`src/rtl/ram_burst_reader.sv`:
```
// rtl/ram_burst_reader.sv - streams a burst of RAM words out over a ready/valid interface
// A registered output stage backed by a 2-entry buffer absorbs the RAM's two-cycle read loop.
module ram_burst_reader #(
  parameter int WIDTH = 8,
  parameter int DEPTH = 256,
  localparam int AW = $clog2(DEPTH)
) (
  input  logic             i_clk,
  input  logic             i_rst_n,
  input  logic             i_start,
  input  logic [AW-1:0]    i_base_addr,
  input  logic [AW:0]      i_len,
  output logic             o_busy,
  output logic             o_done,
  output logic             o_rd_en,
  output logic [AW-1:0]    o_rd_addr,
  input  logic [WIDTH-1:0] i_rd_data,
  input  logic             i_rd_dv,
  output logic [WIDTH-1:0] o_data,
  output logic             o_valid,
  output logic             o_last,
  input  logic             i_ready
);

  typedef enum logic [1:0] {IDLE, ISSUE, DRAIN} state_t;

  localparam logic [AW-1:0] LAST_ADDR = AW'(DEPTH - 1);
  localparam logic [AW-1:0] ADDR_ONE  = AW'(1);
  localparam logic [AW:0]   LEN_ONE   = (AW+1)'(1);

  state_t           state;
  logic [AW:0]      rd_left;
  logic [AW:0]      rx_left;
  logic             rd_inflight;
  logic [WIDTH-1:0] buf_data [2];
  logic [1:0]       buf_last;
  logic             buf_wp;
  logic             buf_rp;
  logic [1:0]       buf_cnt;

  logic          pop;
  logic          push;
  logic          push_last;
  logic          load_out;
  logic          buf_rd;
  logic          buf_wr;
  logic          can_issue;
  logic [2:0]    occ;
  logic [AW-1:0] next_addr;

  assign pop       = o_valid & i_ready;
  // Read data is only accepted when a read was actually issued the cycle before.
  assign push      = i_rd_dv & rd_inflight;
  assign push_last = (rx_left == LEN_ONE);
  assign load_out  = !o_valid || pop;
  assign buf_rd    = load_out && (buf_cnt != 2'd0);
  assign buf_wr    = push && !(load_out && (buf_cnt == 2'd0));
  assign next_addr = (o_rd_addr == LAST_ADDR) ? '0 : o_rd_addr + ADDR_ONE;

  // Credit spans the presented beat, the buffer and both RAM pipeline stages;
  // three slots sustain one beat per cycle without ever overrunning storage.
  assign occ       = 3'(o_valid) + 3'(buf_cnt) + 3'(o_rd_en) + 3'(rd_inflight);
  assign can_issue = (state == ISSUE) && (rd_left != '0) && ((occ - 3'(pop)) < 3'd3);

  always_ff @(posedge i_clk or negedge i_rst_n) begin
    if (!i_rst_n) begin
      state       <= IDLE;
      o_busy      <= 1'b0;
      o_done      <= 1'b0;
      o_rd_en     <= 1'b0;
      o_rd_addr   <= '0;
      o_data      <= '0;
      o_valid     <= 1'b0;
      o_last      <= 1'b0;
      rd_left     <= '0;
      rx_left     <= '0;
      rd_inflight <= 1'b0;
      buf_data[0] <= '0;
      buf_data[1] <= '0;
      buf_last    <= '0;
      buf_wp      <= 1'b0;
      buf_rp      <= 1'b0;
      buf_cnt     <= '0;
    end else begin
      o_done      <= 1'b0;
      o_rd_en     <= 1'b0;
      rd_inflight <= o_rd_en;
      if (push) rx_left <= rx_left - LEN_ONE;

      case (state)
        IDLE: begin
          if (i_start) begin
            if (i_len == '0) begin
              o_done <= 1'b1;
            end else begin
              state     <= ISSUE;
              o_busy    <= 1'b1;
              o_rd_en   <= 1'b1;
              o_rd_addr <= i_base_addr;
              rd_left   <= i_len - LEN_ONE;
              rx_left   <= i_len;
            end
          end
        end
        ISSUE: begin
          if (can_issue) begin
            o_rd_en   <= 1'b1;
            o_rd_addr <= next_addr;
            rd_left   <= rd_left - LEN_ONE;
          end
          if ((rd_left == '0) || (can_issue && (rd_left == LEN_ONE))) state <= DRAIN;
        end
        DRAIN: begin
          if (pop && o_last) begin
            state  <= IDLE;
            o_busy <= 1'b0;
            o_done <= 1'b1;
          end
        end
        default: state <= IDLE;
      endcase

      if (buf_wr) begin
        buf_data[buf_wp] <= i_rd_data;
        buf_last[buf_wp] <= push_last;
        buf_wp           <= ~buf_wp;
      end
      if (buf_rd) buf_rp <= ~buf_rp;
      buf_cnt <= buf_cnt + 2'(buf_wr) - 2'(buf_rd);

      // Older buffered beats always take the output stage ahead of fresh RAM data.
      if (load_out) begin
        if (buf_rd) begin
          o_valid <= 1'b1;
          o_data  <= buf_data[buf_rp];
          o_last  <= buf_last[buf_rp];
        end else if (push) begin
          o_valid <= 1'b1;
          o_data  <= i_rd_data;
          o_last  <= push_last;
        end else begin
          o_valid <= 1'b0;
          o_last  <= 1'b0;
        end
      end
    end
  end

endmodule

```
`config.mk`:
```
export PLATFORM = sky130hd
export DESIGN_NAME = ram_burst_reader
export DESIGN_NICKNAME = d
export VERILOG_FILES = /design/src/rtl/ram_burst_reader.sv
export SDC_FILE = /design/constraint.sdc
export NUM_CORES = 1
export LEC_CHECK = 0
export CORE_MARGIN = 5
export CORE_UTILIZATION = 45
export CTS_CLUSTER_SIZE = 30
export DETAILED_ROUTE_END_ITERATION = 6
export GPL_ROUTABILITY_DRIVEN = 1
export PLACE_DENSITY = 0.71
export REMOVE_ABC_BUFFERS = 1
export SETUP_SLACK_MARGIN = 0.05
export SLEW_MARGIN = 30
export SYNTH_ARGS = -nofsm -noshare
export SYNTH_HDL_FRONTEND = slang
export SYNTH_SLANG_ARGS = --single-unit
```
`constraint.sdc`:
```
create_clock -name i_clk -period 2.58 [get_ports i_clk]
set_input_delay 0.387 -clock i_clk [delete_from_list [all_inputs] [get_ports i_clk]]
set_output_delay 0.387 -clock i_clk [all_outputs]
set_load 0.05 [all_outputs]
```
* Word-level counts from Yosys, hierarchy flattened
Index checks and enable logic that the tools add are counted.
Storage, ports and cells: register bits after elaboration 64, bits of input ports 30, word-level logic and storage cells 123
Operators by class: add/sub/neg operators 10, $lt $le $gt $ge 7, equality and inequality tests 10, multiplexer cells 47, bitwise gates (word level) 6, reductions and logical operators 26
Operator list (count):
- 8-bit two-way mux | 10
- 9-bit two-way mux | 7
- 9-bit by 1-bit subtractor with 9-bit output, second input constant | 3
- 9-bit by 1-bit == test with 1-bit output, second input constant | 2
- 9-bit zero test | 2
- 9-bit one-hot mux with 2 select lines | 1
- 16-bit bitwise mux | 1
- 1-bit two-way mux | 16
- 8-bit one-hot mux with 2 select lines | 1
- 4-bit AND reduction | 3
- 1-bit logical AND | 9
- 9-bit nonzero test | 1
- 8-bit by 1-bit adder with 8-bit output, second input constant | 1
- 8-bit demux with 1-bit select | 1
- 8-bit == test, second input constant | 1
- 2-bit two-way mux | 4
- 2-bit inequality test, second input constant | 4
- 2-bit nonzero test | 4
- 3-bit by 1-bit adder with 3-bit output | 2
- 1-bit one-hot mux with 2 select lines | 3
- 2-bit one-hot mux with 3 select lines | 1
- 2-bit greater-or-equal comparator, second input constant | 2
- 2-bit zero test | 2
- 1-bit by 2-bit < comparator with 1-bit output, second input constant | 2
- other kinds (18) | 23

* Logic depth before layout (Yosys ltp)
depth after elaboration 10, mapped depth 15, depth with buffers taken out 13

* Worst setup path after synthesis
Ideal clock, no wire load.
path kind flip-flop to flip-flop, start reg o_valid, end reg o_rd_addr[0], library setup time 0.078 ns, data arrival time 3.019 ns, data required time 2.502 ns, path slack -0.517 ns, cell stages (with the launch flop) 16, period minus slack after synthesis 3.097 ns, cells stage by stage dfrtp_1 > nor2b_1 > inv_1 > fa_1 > inv_1 > ha_1 > inv_1 > fa_1 > inv_1 > a21oi_1 > a31oi_4 > buf_6 > inv_4 > buf_6 > nor2_1 > a21oi_1
On the way: word-level cells in the longest chain between the ends 8
Ends and longest elaborated chain:
- from (decl) | RTL line 20 | output logic o_valid,
- from (signal assigned) | RTL line 73 | o_valid <= 1'b0;
- from (signal assigned) | RTL line 134 | o_valid <= 1'b1;
- from (signal assigned) | RTL line 138 | o_valid <= 1'b1;
- 1-bit by 2-bit adder with 3-bit output | RTL line 62 | assign occ = 3'(o_valid) + 3'(buf_cnt) + 3'(o_rd_en) + 3'(rd_inflight);
- 3-bit by 1-bit adder with 3-bit output (2 in series) | RTL line 62
- 3-bit by 1-bit subtractor with 3-bit output * | RTL line 63 | assign can_issue = (state == ISSUE) && (rd_left != '0) && ((occ - 3'(pop)) < 3'd3);
- 3-bit by 2-bit < comparator with 1-bit output * | RTL line 63
- 1-bit logical AND * | RTL line 63
- 2-bit inequality test (no source line) *
- 4-bit AND reduction (no source line) *
- to (signal assigned) | RTL line 99 | o_rd_addr <= i_base_addr;
- to (signal assigned) | RTL line 108 | o_rd_addr <= next_addr;
- to (decl) | RTL line 16 | output logic [AW-1:0] o_rd_addr,
Every way passes the cells marked *; elsewhere a longest branch is shown, timed or not. A chain may end at the register's enable or synchronous reset.

* Worst setup path after layout
start reg o_valid, end reg rd_left[5]
On the way: word-level cells in the longest chain between the ends 8
Ends and longest elaborated chain:
- 1-bit by 2-bit adder with 3-bit output | RTL line 62
- 3-bit by 1-bit adder with 3-bit output (2 in series) | RTL line 62
- 3-bit by 1-bit subtractor with 3-bit output * | RTL line 63
- 3-bit by 2-bit < comparator with 1-bit output * | RTL line 63
- 1-bit logical AND * | RTL line 63
- 2-bit inequality test (no source line) *
- 4-bit AND reduction (no source line) *
- to (signal assigned) | RTL line 100 | rd_left <= i_len - LEN_ONE;
- to (signal assigned) | RTL line 109 | rd_left <= rd_left - LEN_ONE;
- to (decl) | RTL line 32 | logic [AW:0] rd_left;
Marks and branches as above.

==> flow_summary.json <==
{
  "num_io_pins": 51,
  "grt_start_max_net_pins": 65,
  "max_freq_mhz": 362,
  "muxShareOfSynthArea": 0.106,
  "grt_antenna_before_repair": 0,
  "io_buffers": 50,
  "synth_edf_count": 0,
  "ys.warnings.count": 0,
  "dieArea_um2": 9440,
  "crit_type": "reg2reg",
  "path_clk_slew_ns": 0.07,
  "cp_slowest_cell": "fa_2",
  "top_layer": "met4",
  "p_total_w": 0.00684,
  "die_h_um": 97.2,
  "finalCritPeriodShare": 1.07,
  "final_util": 0.619,
  "worstSkewPairLatency_ns": 0.33,
  "synthAdderAreaFrac": 0.0483,
  "synth_top_family_by_area": "compound AO/OA/AOI/OAI gates",
  "cts_buffers": 9,
  "die_x_um": 97.2,
  "firstDrtPassIters": 4,
  "root_buffer": "clkbuf_8",
  "netlist_area_um2": 3420,
  "hold_buffers": 0,
  "ant_nets": 0,
  "drive_above_1_share": 0.240,
  "synth_cell_types": 51,
  "vias_per_cell": 5.43,
  "finalCriticalPeriod_ns": 2.76,
  "final_nets": 466,
  "start_util": 0.467,
  "setup.worst_path.start_class": "flip-flop",
  "power_density_nw_per_um2": 1510,
  "met2_length_um": 4100,
  "ys_seq_area_frac": 0.468,
  "core_area_um2": 7330,
  "totalWireLength_um": 8110,
  "antenna_cells": 0,
  "synth_seq_cells": 64,
  "synthMostInstantiatedCell": "dfrtp_1",
  "routedWlPerCell_um": 15.4,
  "cellLeakagePower_nw": 1.91,
  "slew_headroom": 0.466,
  "cts.sinks": 64,
  "wl_met1_um": 3520,
  "synth-xor-area-share": 0.0461,
  "synth-compound-area-share": 0.146,
  "violations": "setup timing",
  "finalWorstSetupSlack_ns": -0.181,
  "timing.hold.ws_ns": 0.217,
  "slew_viol_final": 0,
  "syn-instance-count": 344,
  "timing.rr.start": "o_valid",
  "crit_top_cell": "inv_2",
  "rr_endpoint": "rd_left[5]",
  "drv_cap": 0,
  "wl_met3_um": 390,
  "r2r_cells": 14,
  "path_max_fanout": 7,
  "synth.avg_cell_area_um2": 9.94,
  "area_growth_pct": 32.7,
  "grt-ovfl-total": 0,
  "cts_htree_levels": 3,
  "worstSetupStartpoint": "o_valid",
  "critPathRequiredTime_ns": 2.78,
  "crit_chain": "nor2b_4 -> inv_2 -> fa_1 -> inv_1 -> ha_2 -> inv_2 -> fa_2 -> inv_2 -> a21oi_4 -> a31oi_4 -> buf_6 -> buf_8 -> o21ai_2 -> o21ai_1",
  "finalSetupViolCount": 20,
  "status": "finished, violations left",
  "drcViolationCount": 0,
  "cp-end-kind": "flip-flop",
  "fill_cells": 587,
  "grt_pass1_vias": 2992,
  "synthTopCellsByCount": "64 x dfrtp_1, 35 x o21ai_0, 31 x nor2_1",
  "cts_tree": "yes",
  "netlist.top_cell.by_area": "dfrtp_1",
  "synthArstFlopShare": 1.00,
  "grt_pass1_wl_um": 13900,
  "ys.flop_type": "dfrtp_1",
  "drt_iter0_drc": 135,
  "hold_class": "in2async",
  "ir_drop_mv": 1.05,
  "tightest_slew_ns": 0.801,
  "synthTopCellsByArea": "dfrtp_1 47%, mux2_2 8.2%, o21ai_0 5.1%",
  "ff2ff_setup_slack_ns": -0.18,
  "rows": 31,
  "vias": 2865,
  "hold_violations": 0,
  "track_usage": 0.177,
  "max_stage_delay_ns": 0.53,
  "yosysTopAreaCellShare": 0.468,
  "finClkSkew_ns": 0.0101,
  "post_synth_and_or_nand_nor_area_fraction": 0.144,
  "cts_buffer_depth": 2,
  "dpl.hpwl_um": 5650,
  "rsz0062_at_grt": "yes",
  "cp.arrival_ns": 2.96,
  "gp_congestion": 0.895
}
## cells in the final DEF (no fill, tap or decap), drive strengths merged, types with 2 or more instances in the layout
master         instances
nor3                   6
mux2                  25
o21ai                 36
clkinvlp               3
fa                     2
xor2                   7
and3                   2
a22o                   2
a22oi                  2
nor4                   4
mux2i                  8
xnor2                 11
nand3                  9
dfrtp                 64
clkinv                 4
nor2b                  4
buf                   31
ha                    10
clkbuf                10
or4                    3
nand2                 26
a31oi                  4
o22ai                  2
nand2b                 3
nor2                  32
inv                   18
clkdlybuf4s50         48
o31ai                  2
a21oi                 26
or3                    5
## per-layer routing
metal | track usage | vias up
met1 | 0.230 | 1385
li1 | - | 1384
met4 | 0.0572 | 0
met5 | 0 | -
met2 | 0.295 | 84
met3 | 0.0380 | 12
## layout make-up
| type | count | area [µm²] | share of cell area |
|---|---|---|---|
| multi-input cells | 249 | 1770 | 0.391 |
| flip-flops and latches | 64 | 1600 | 0.353 |
| repair buffers | 81 | 767 | 0.169 |
| clock buffers | 9 | 124 | 0.0273 |
| well taps | 99 | 124 | 0.0273 |
| clock inverters | 7 | 72.6 | 0.0160 |
| inverters | 18 | 70.1 | 0.0154 |
| repair inverters | 1 | 7.51 | 0.00165 |
## where the power goes
part	switching [W]	leakage [nW]	internal, W
clock network	0.000397	0.0952	0.000445
registers	0.000445	0.763	0.00149
logic	0.00222	1.05	0.00185
## worst max path at each step
| stage | cells past startpoint | endpoint | slack [ns] |
|---|---|---|---|
| finish | 14 | rd_left[5] | -0.18 |
| CTS | 13 | rd_left[1] | -0.15 |
| global route | 14 | rd_left[3] | -0.30 |
| detailed placement | 15 | rd_left[0] | -0.69 |
| floorplan | 13 | rd_left[0] | -0.61 |
| global placement | 14 | state[1] | -0.66 |
## worst max-delay path: cells and delay by family (launching register included)
family / cells / cell delay (ns)
buffers and inverters: 6 / 0.51
DFF: 1 / 0.35
and+or+nand+nor: 1 / 0.15
adders and majority gates: 3 / 1.12
AOI/OAI and AO/OA: 4 / 0.52
## per-stage QoR
stage | setup WS [ns] | TNS (ns) | instance area [µm²] | cells
2_1_floorplan | -0.605 | -10.17 | 3350 | 331
4_1_cts | -0.149 | -1.73 | 4450 | 525
6_report | -0.181 | -2.56 | 4540 | 528
3_5_place_dp | -0.690 | -12.44 | 4180 | 508
3_3_place_gp | -0.662 | -11.86 | 4180 | 508
5_1_grt | -0.303 | -5.27 | 4540 | 528
## repair_timing
action / in CTS / in global routing
endpoints found under the setup margin: 20 / 20
buffers inserted: 1 / 2
pin swaps: 8 / 8
cloned: 1 / 1
endpoints found under the hold margin: 0 / 0
gates resized for setup: 37 / 13
## cell families (layout without fill, tap and decap cells)
logic type,count (synthesis),in the layout
xor gates and xnor gates,18,18
other,1,1
DFF,64,64
muxes,33,33
and+or+nand+nor,101,101
adders and majority gates,12,12
buffers and inverters,31,116
AOI/OAI and AO/OA,84,84
## registers in the layout, summed over array words and instances, names as in the netlist
| name | flops |
|---|---|
| rd_inflight | 1 |
| o_data | 8 |
| rd_left | 9 |
| buf_data | 16 |
| buf_wp | 1 |
| buf_last | 2 |
| o_valid | 1 |
| state | 2 |
| o_busy | 1 |
| o_done | 1 |
| rx_left | 9 |
| o_last | 1 |
| buf_rp | 1 |
| o_rd_en | 1 |
| o_rd_addr | 8 |
| buf_cnt | 2 |
No activity file was read; power rests on OpenSTA's default activity.
